===== config.mk =====
export PLATFORM = sky130hd
export DESIGN_NAME = spi0_master
export DESIGN_NICKNAME = d
export VERILOG_FILES = /design/src/rtl/spi0_master_pkg.sv /design/src/rtl/spi0_master_shift_core.sv /design/src/rtl/spi0_master.sv
export SDC_FILE = /design/constraint.sdc
export NUM_CORES = 1
export LEC_CHECK = 0
export CAP_MARGIN = 20
export CORE_UTILIZATION = 41
export DETAILED_ROUTE_END_ITERATION = 16
export GPL_TIMING_DRIVEN = 0
export PLACE_DENSITY = 0.67
export SYNTH_ARGS = -nofsm -noshare
export SYNTH_HDL_FRONTEND = slang
export SYNTH_SLANG_ARGS = --single-unit

===== constraint.sdc =====
create_clock -name clk -period 8.9 [get_ports clk]
set_input_delay 2.225 -clock clk [delete_from_list [all_inputs] [get_ports clk]]
set_output_delay 2.225 -clock clk [all_outputs]
set_load 0.005 [all_outputs]

===== src/rtl/spi0_master_pkg.sv =====
// Shared register map, CTRL/STAT bit positions and FSM encoding for the SPI0 master.
package spi0_master_pkg;
    localparam logic [7:0] REG_CTRL   = 8'h00;
    localparam logic [7:0] REG_STAT   = 8'h04;
    localparam logic [7:0] REG_TXDATA = 8'h08;
    localparam logic [7:0] REG_RXDATA = 8'h0C;

    localparam int CTRL_EN      = 0;
    localparam int CTRL_CPOL    = 1;
    localparam int CTRL_CPHA    = 2;
    localparam int CTRL_CSMAN   = 3;
    localparam int CTRL_CSVAL   = 4;
    localparam int CTRL_IE      = 5;
    localparam int CTRL_DIV_LSB = 8;

    localparam int STAT_BUSY  = 0;
    localparam int STAT_DONE  = 1;
    localparam int STAT_RXV   = 2;
    localparam int STAT_TXOVR = 3;
    localparam int STAT_RXOVR = 4;

    typedef enum logic [1:0] {
        ST_IDLE  = 2'd0,
        ST_LEAD  = 2'd1,
        ST_XFER  = 2'd2,
        ST_TRAIL = 2'd3
    } spi_state_e;
endpackage


===== src/rtl/spi0_master_shift_core.sv =====
// SPI transfer engine: FSM, half-period and toggle counters, shift registers, SCK/MOSI/CS.
// One transfer occupies LEAD + 16 half periods + TRAIL; abort_i returns to IDLE next cycle.
module spi_shift_core
    import spi0_master_pkg::*;
#(
    parameter int DIV_W  = 8,
    parameter int DATA_W = 8
) (
    input  logic              clk,
    input  logic              rst_n,
    input  logic              start_i,
    input  logic              abort_i,
    input  logic              cpol_i,
    input  logic              cpha_i,
    input  logic [DIV_W-1:0]  clkdiv_i,
    input  logic [DATA_W-1:0] tx_i,
    input  logic              miso_i,
    output logic              busy_o,
    output logic              fin_o,
    output logic [DATA_W-1:0] rx_o,
    output logic              sck_o,
    output logic              mosi_o,
    output logic              cs_o
);
    localparam int TW = $clog2(2 * DATA_W);
    localparam logic [TW-1:0] TOG_LAST = TW'(2 * DATA_W - 1);

    spi_state_e        state_q;
    logic [DIV_W-1:0]  cnt_q;
    logic [DIV_W-1:0]  div_q;
    logic [TW-1:0]     tog_q;
    logic [DATA_W-1:0] sh_q;
    logic [DATA_W-1:0] rx_q;
    logic              sck_q;
    logic              mosi_q;
    logic              cs_q;
    logic              cpha_q;
    logic              half_end;
    logic              odd_tog;

    assign half_end = (cnt_q == div_q);
    // tog_q counts completed toggles, so the toggle being made now is number tog_q+1
    assign odd_tog  = ~tog_q[0];

    always_ff @(posedge clk) begin
        if (!rst_n) begin
            state_q <= ST_IDLE;
            cnt_q   <= '0;
            div_q   <= '0;
            tog_q   <= '0;
            sh_q    <= '0;
            rx_q    <= '0;
            sck_q   <= 1'b0;
            mosi_q  <= 1'b0;
            cs_q    <= 1'b1;
            cpha_q  <= 1'b0;
        end else if (abort_i) begin
            state_q <= ST_IDLE;
            cnt_q   <= '0;
            tog_q   <= '0;
            cs_q    <= 1'b1;
        end else begin
            case (state_q)
                ST_IDLE: begin
                    if (start_i) begin
                        state_q <= ST_LEAD;
                        cnt_q   <= '0;
                        tog_q   <= '0;
                        sh_q    <= tx_i;
                        sck_q   <= cpol_i;
                        cs_q    <= 1'b0;
                        cpha_q  <= cpha_i;
                        div_q   <= clkdiv_i;
                        if (!cpha_i) mosi_q <= tx_i[DATA_W-1];
                    end
                end
                ST_LEAD: begin
                    if (half_end) begin
                        cnt_q   <= '0;
                        state_q <= ST_XFER;
                    end else begin
                        cnt_q <= cnt_q + DIV_W'(1);
                    end
                end
                ST_XFER: begin
                    if (half_end) begin
                        cnt_q <= '0;
                        sck_q <= ~sck_q;
                        tog_q <= tog_q + TW'(1);
                        if (odd_tog == ~cpha_q) begin
                            rx_q <= {rx_q[DATA_W-2:0], miso_i};
                        end else if (cpha_q || tog_q != TOG_LAST) begin
                            // CPHA=0 already presented bit7 in LEAD, so it shifts out the next bit
                            mosi_o_sel : begin
                                mosi_q <= cpha_q ? sh_q[DATA_W-1] : sh_q[DATA_W-2];
                                sh_q   <= sh_q << 1;
                            end
                        end
                        if (tog_q == TOG_LAST) state_q <= ST_TRAIL;
                    end else begin
                        cnt_q <= cnt_q + DIV_W'(1);
                    end
                end
                ST_TRAIL: begin
                    if (half_end) begin
                        cnt_q   <= '0;
                        state_q <= ST_IDLE;
                        cs_q    <= 1'b1;
                    end else begin
                        cnt_q <= cnt_q + DIV_W'(1);
                    end
                end
                default: state_q <= ST_IDLE;
            endcase
        end
    end

    assign busy_o = (state_q != ST_IDLE);
    assign fin_o  = (state_q == ST_TRAIL) && half_end && !abort_i;
    assign rx_o   = rx_q;
    assign sck_o  = (state_q == ST_IDLE) ? cpol_i : sck_q;
    assign mosi_o = mosi_q;
    assign cs_o   = cs_q;
endmodule


===== src/rtl/spi0_master.sv =====
// SPI0 master bus block: CTRL/STAT/TXDATA/RXDATA registers, status flags and interrupt.
// Reads return registered data one edge after rd_i; TXDATA writes while busy or disabled are dropped.
module spi0_master
    import spi0_master_pkg::*;
#(
    parameter int DIV_W  = 8,
    parameter int DATA_W = 8
) (
    input  logic        clk,
    input  logic        rst_n,
    input  logic [7:0]  waddr_i,
    input  logic [31:0] data_i,
    input  logic [3:0]  sel_i,
    input  logic        we_i,
    input  logic [7:0]  raddr_i,
    input  logic        rd_i,
    output logic [31:0] data_o,
    output logic        SPI0_SCK,
    output logic        SPI0_MOSI,
    input  logic        SPI0_MISO,
    output logic        SPI0_CS,
    output logic        irq_spi0
);
    logic              en_q, cpol_q, cpha_q, csman_q, csval_q, ie_q;
    logic [DIV_W-1:0]  div_q;
    logic              done_q, rxv_q, txovr_q, rxovr_q;
    logic [DATA_W-1:0] rxdata_q;
    logic [31:0]       data_q;
    logic [31:0]       rdata_d;
    logic              wr, ctrl_wr, stat_wr, tx_wr, rx_rd;
    logic              en_d, start, busy, fin, core_cs;
    logic [DATA_W-1:0] rx_w;
    logic              unused_data;

    assign wr      = we_i && (sel_i == 4'hf);
    assign ctrl_wr = wr && (waddr_i == REG_CTRL);
    assign stat_wr = wr && (waddr_i == REG_STAT);
    assign tx_wr   = wr && (waddr_i == REG_TXDATA);
    assign rx_rd   = rd_i && (raddr_i == REG_RXDATA);
    // Abort looks at the incoming EN so the transfer stops the cycle after EN is cleared
    assign en_d    = ctrl_wr ? data_i[CTRL_EN] : en_q;
    assign start   = tx_wr && en_q && !busy;
    assign unused_data = ^data_i[31:CTRL_DIV_LSB+DIV_W];

    spi_shift_core #(.DIV_W(DIV_W), .DATA_W(DATA_W)) u_core (
        .clk      (clk),
        .rst_n    (rst_n),
        .start_i  (start),
        .abort_i  (!en_d),
        .cpol_i   (cpol_q),
        .cpha_i   (cpha_q),
        .clkdiv_i (div_q),
        .tx_i     (data_i[DATA_W-1:0]),
        .miso_i   (SPI0_MISO),
        .busy_o   (busy),
        .fin_o    (fin),
        .rx_o     (rx_w),
        .sck_o    (SPI0_SCK),
        .mosi_o   (SPI0_MOSI),
        .cs_o     (core_cs)
    );

    always_comb begin
        rdata_d = '0;
        case (raddr_i)
            REG_CTRL: begin
                rdata_d[CTRL_EN]                  = en_q;
                rdata_d[CTRL_CPOL]                = cpol_q;
                rdata_d[CTRL_CPHA]                = cpha_q;
                rdata_d[CTRL_CSMAN]               = csman_q;
                rdata_d[CTRL_CSVAL]               = csval_q;
                rdata_d[CTRL_IE]                  = ie_q;
                rdata_d[CTRL_DIV_LSB +: DIV_W]    = div_q;
            end
            REG_STAT: begin
                rdata_d[STAT_BUSY]  = busy;
                rdata_d[STAT_DONE]  = done_q;
                rdata_d[STAT_RXV]   = rxv_q;
                rdata_d[STAT_TXOVR] = txovr_q;
                rdata_d[STAT_RXOVR] = rxovr_q;
            end
            REG_RXDATA: rdata_d[DATA_W-1:0] = rxdata_q;
            default:    rdata_d = '0;
        endcase
    end

    always_ff @(posedge clk) begin
        if (!rst_n) begin
            {en_q, cpol_q, cpha_q, csman_q, csval_q, ie_q} <= '0;
            div_q    <= '0;
            done_q   <= 1'b0;
            rxv_q    <= 1'b0;
            txovr_q  <= 1'b0;
            rxovr_q  <= 1'b0;
            rxdata_q <= '0;
            data_q   <= '0;
        end else begin
            if (ctrl_wr) begin
                en_q    <= data_i[CTRL_EN];
                csman_q <= data_i[CTRL_CSMAN];
                csval_q <= data_i[CTRL_CSVAL];
                ie_q    <= data_i[CTRL_IE];
                // Timing fields are frozen while a transfer is running
                if (!busy) begin
                    cpol_q <= data_i[CTRL_CPOL];
                    cpha_q <= data_i[CTRL_CPHA];
                    div_q  <= data_i[CTRL_DIV_LSB +: DIV_W];
                end
            end
            if (fin)                               done_q <= 1'b1;
            else if (stat_wr && data_i[STAT_DONE]) done_q <= 1'b0;
            if (fin)        rxv_q <= 1'b1;
            else if (rx_rd) rxv_q <= 1'b0;
            if (fin) rxdata_q <= rx_w;
            if (tx_wr && !start)                    txovr_q <= 1'b1;
            else if (stat_wr && data_i[STAT_TXOVR]) txovr_q <= 1'b0;
            if (fin && rxv_q)                       rxovr_q <= 1'b1;
            else if (stat_wr && data_i[STAT_RXOVR]) rxovr_q <= 1'b0;
            if (rd_i) data_q <= rdata_d;
        end
    end

    assign data_o   = data_q;
    assign SPI0_CS  = csman_q ? csval_q : core_cs;
    assign irq_spi0 = done_q & ie_q;
endmodule


## After elaboration in Yosys (flattened, before gate mapping)

Index checks and enable logic that the tools add are counted.

- Flip-flop bits (word level): 84
- Bits in latches: 0
- Bits in writable memories: 0
- Bits in read-only memories: 0
- Input bits: 57
- Output and inout bits: 36
- Logic and storage cells: 133
- Memories: 0

- Add/subtract/negate cells: 2
- Multiply operators: 0
- Divide/modulo/power cells: 0
- $lt $le $gt $ge: 0
- Equality and inequality tests: 20
- Shift-type cells: 0
- Mux-type cells: 45
- Bitwise operators: 5
- Reduce and logical (&&, ||, !) cells: 38

Operators by type and width:

| operator | count |
|---|---|
| 8-bit 2-to-1 mux | 7 |
| 8-bit one-hot mux with 2 select lines | 2 |
| 1-bit 2-to-1 mux | 21 |
| 8-bit by 3-bit == test with 1-bit output (second input constant) | 2 |
| 8-bit by 4-bit == test with 1-bit output (second input constant) | 2 |
| 8-bit zero test | 2 |
| 5-bit one-hot mux with 3 select lines | 1 |
| 1-bit logical AND | 14 |
| 2-bit nonzero test | 7 |
| 2-bit 2-to-1 mux | 6 |
| 2-bit by 1-bit inequality test with 1-bit output (second input constant) | 5 |
| 3-bit AND reduction | 3 |
| 8-bit by 1-bit adder with 8-bit output (second input constant) | 1 |
| 4-bit == test (second input constant) | 2 |
| 8-bit == test | 1 |
| 4-bit 2-to-1 mux | 2 |
| 1-bit one-hot mux with 2 select lines | 4 |
| 2-bit one-hot mux with 4 select lines | 1 |
| 4-bit one-hot mux with 2 select lines | 1 |
| 4-bit AND reduction | 2 |
| 7-bit AND reduction | 1 |
| 2-bit inequality test (second input constant) | 3 |
| 6-bit AND reduction | 1 |
| 5-bit AND reduction | 1 |
| 12 further kinds | 18 |

## Longest topological paths before layout

- Depth in word-level cells: 8
- Mapped depth: 8
- Mapped depth without buffers: 7

## Cells and area by module

A second synthesis with hierarchy kept.

- Cell total of the unflattened synthesis: 456
- Area, all modules: 4101.4 sq um

By module, submodules not included:

| module | times used | cells an instance | area an instance (sq um) | seq. area each (sq um) |
|---|---|---|---|---|
| spi0_master | 1 | 223 | 2054.5 | 840.8 |
| spi_shift_core | 1 | 233 | 2047.0 | 840.8 |

## Worst setup path before layout

OpenSTA, ideal clock, no wires.

- Path type: in2reg
- Start point: input waddr_i[5]
- End point: register u_core.rx_q[0] (netlist: u_core.rx_o[0])
- Setup time: 0.072 ns
- Arrival time: 4.380 ns
- Data required time: 8.828 ns
- Setup slack: 4.448 ns
- Stages: 6
- Path buffers: 1
- Cells stage by stage: or4_4 -> or4b_1 -> buf_2 -> mux2i_1 -> nor4_4 -> mux2i_1

- Word-level cells in the longest chain between the ends: 4

RTL lines:

| what | RTL line | source |
|---|---|---|
| start, declared | spi0_master.sv:11 | `input logic [7:0] waddr_i,` |
| 8-bit zero test | spi0_master.sv:36 | `assign ctrl_wr = wr && (waddr_i == REG_CTRL);` |
| 1-bit logical AND | spi0_master.sv:36 |  |
| 1-bit 2-to-1 mux | - |  |
| 4-bit AND reduction (no line) | - |  |
| end signal, assigned | spi0_master_shift_core.sv:91 | `rx_q <= {rx_q[DATA_W-2:0], miso_i};` |
| end, declared | spi0_master_shift_core.sv:33 | `logic [DATA_W-1:0] rx_q;` |

Every way passes these cells.
A chain may end at the register's enable or synchronous reset.

## Final worst setup path

- Start point: input waddr_i[5]
- End point: register u_core.rx_q[7] (netlist: u_core.rx_o[7])

Same word-level chain as after synthesis.

==> results.ini <==
[setup_path]
r2r-start=u_core.cnt_q[3]$_SDFFE_PN0P_
end_kind=flip-flop
startpoint=waddr_i[5]
slowest_stage=nor4_4
crit_required_ns=9.18
r2r_slack_ns=6.29
slowest_delay_ns=0.69
arrival_ns=5.08
worst_setup_path_start_kind=primary input
worstSetupPathType=primary input to flip-flop
critPathBufInv=2
crit_top_cell=mux2i_1
cp_top_family=simple AND/OR/NAND/NOR gates
critPathMaxFanout=8
crit_chain=clkdlybuf4s50_1 > or4_4 > or4b_1 > buf_2 > mux2i_1 > nor4_4 > mux2i_1

[synthesis]
synth-async-reset-ratio=0
synth_compound_area_frac=0.121
synth-adder-area-share=0.0214
synth_top_family_by_area=simple AND/OR/NAND/NOR gates
synthFlopType=dfxtp_1
synthMuxAreaShare=0.118
synth-edff-count=0
yosys_warnings=0
yosysUniqueCellTypes=47
syn_area_um2=4090
yosys_register_bits=84
syn_avg_cell_area_um2=8.82
synth-simple-area-share=0.230
ys_seq_area_frac=0.411
synth_cells=464
synthXorXnorAreaFrac=0.0321

[cells_and_area]
syn2layout_area_growth_pct=24.2
nets=612
final_cell_mix=nand2_1 (91), dfxtp_1 (84), clkdlybuf4s50_1 (58), mux2i_1 (32), a21boi_0 (25)
multi_input_area_um2=2200
antennaDiodeCount=0
finish.utilization=0.523
drive_above_1_share=0.0996
regArea_um2=1680
fillers=964
final_common_cell=nand2_1

[floorplanning]
start_util=0.421
rows=36
pin_count=93
die_h_um=102
dieArea_um2=10400
coreArea_um2=9730
die_w_um=102

[clock_tree]
clockBufferDepth=2
cts-root-buf=clkbuf_8
clkLatencyLatePin_ns=0.36
clkSlewWorstSetupHoldPaths_ns=0.08
cts_resized=0
cts_sinks=84
cts_setup_buffers=0
cts_made_buffers=9
cts_tree=yes
cts_max_level=3
cts_hold_buf=0

[sta]
finalHoldViolCount=0
worst_slew_pin_slew_ns=1.02
final_max_slew_viol_count=0
finClkSkew_ns=0.0105
period_needed_ns=4.80
holdWs_ns=0.465
rsz0062_at_grt=false
finalSetupTns_ns=0
setup_viol=0
relSlewSlack=0.316
fmax_ghz=0.208
finalCritPeriodShare=0.539

[global_routing]
grt_pass1_wl_mm=16.4
grt.overflow.total=0
grt_util_all_layers=0.206
grt_max_degree=15
grt_pass1_vias=3386
antenna_found_initial=0

[flow_run]
cap_violations=0

[drt]
drt-total-wl_mm=10.1
ant_nets=0
vias_per_cell=5.06
vias=3466
drtPass1Iterations=4
route.detailed.drc=0
avgRoutedWirePerCell_um=14.7
dr.first_iter.drc_count=133

[status]
outcome=complete, no violations

[place]
io_buffers=58
dp_hpwl_mm=7.57
place.gp.congestion=0.830

[pwr]
vdd_drop_max_mv=0.0852
p_leak_uw=0.00197
power-per-cell-area_nw_per_um2=136

[min_path]
min_path_type=flip-flop to flip-flop
worstHoldStart=u_core.sh_q[5]$_SDFFE_PN0P_

final cells by class:
| class | instances | area share |
|---|---|---|
| multi-input combinational | 343 | 0.432 |
| inverter | 12 | 0.00886 |
| timing repair buffer | 58 | 0.114 |
| clock inverter | 6 | 0.0126 |
| sequential | 84 | 0.331 |
| clock buffer | 9 | 0.0244 |
| buffer | 40 | 0.0445 |
| tap | 133 | 0.0327 |
layer usage:
metal	GRT usage	vias to the layer above	share of wire
met5	0	-	0
met4	0.0824	0	0.020
met3	0.0356	15	0.050
met2	0.351	93	0.47
met1	0.259	1616	0.46
li1	-	1742	-
worst paths after layout:
| path | cells after the start | end |
|---|---|---|
| setup / recovery | 7 | u_core.rx_o[7]$_SDFFE_PN0P_ |
| hold / removal | 2 | u_core.sh_q[5]$_SDFFE_PN0P_ |
| hold reg to reg | 2 | u_core.sh_q[5]$_SDFFE_PN0P_ |
| setup reg to reg | 6 | u_core.rx_o[7]$_SDFFE_PN0P_ |
synthesized netlist by cell type, types with 8 or more instances:
library cell	instances	area, um^2
a21boi_0	25	188
a21oi_1	15	75.1
buf_4	16	120
clkbuf_1	21	78.8
dfxtp_1	84	1680
inv_1	12	45.0
mux2_2	13	146
mux2i_1	32	320
nand2_1	91	342
nand3_1	11	55.1
nand4_1	11	68.8
nor2_1	14	52.6
nor2b_1	20	125
o21ai_0	8	40.0
xor2_1	14	123
kinds of logic (layout without fill, tap and decap cells):
| group | Yosys count | in the layout |
|---|---|---|
| AO/OA/AOI/OAI | 73 | 73 |
| XOR/XNOR | 15 | 15 |
| adder cells (fa/ha/maj) | 7 | 7 |
| buffers and inverters | 52 | 125 |
| flip-flops | 84 | 84 |
| multiplexers | 46 | 46 |
| other | 1 | 16 |
| AND/OR/NAND/NOR | 186 | 186 |
flip-flops by register name (all words and copies together), names as in the netlist, 2 cells and up:
| name | count |
|---|---|
| u_core.rx_o | 8 |
| u_core.sh_q | 8 |
| u_core.state_q | 2 |
| rxdata_q | 8 |
| u_core.div_q | 8 |
| u_core.tog_q | 4 |
| data_o | 16 |
| div_q | 8 |
| u_core.cnt_q | 8 |
worst register-to-register path, delay by kind of cell (launching register included):
family        cells  cell delay, ns
simple gates      3            1.55
buf+inv           1            0.25
flops             1            0.31
xor+xnor          1            0.15
mux               1            0.28
metrics by stage:
step	total power (uW)	instances	setup WS, ns	cell area, um^2
after global placement	428	670	3.82	4900
after CTS	695	685	4.10	5080
after global routing	713	685	4.00	5080
after detailed placement	428	670	3.75	4900
final	690	685	4.10	5080
after floorplan	404	479	4.45	4150
report_power, final:
| group | switching (uW) | internal, uW |
|---|---|---|
| Clock | 142 | 128 |
| Sequential | 0.00834 | 375 |
| Combinational | 18.7 | 25.5 |
| Total | 161 | 529 |
(Power assumes the default switching activity.)
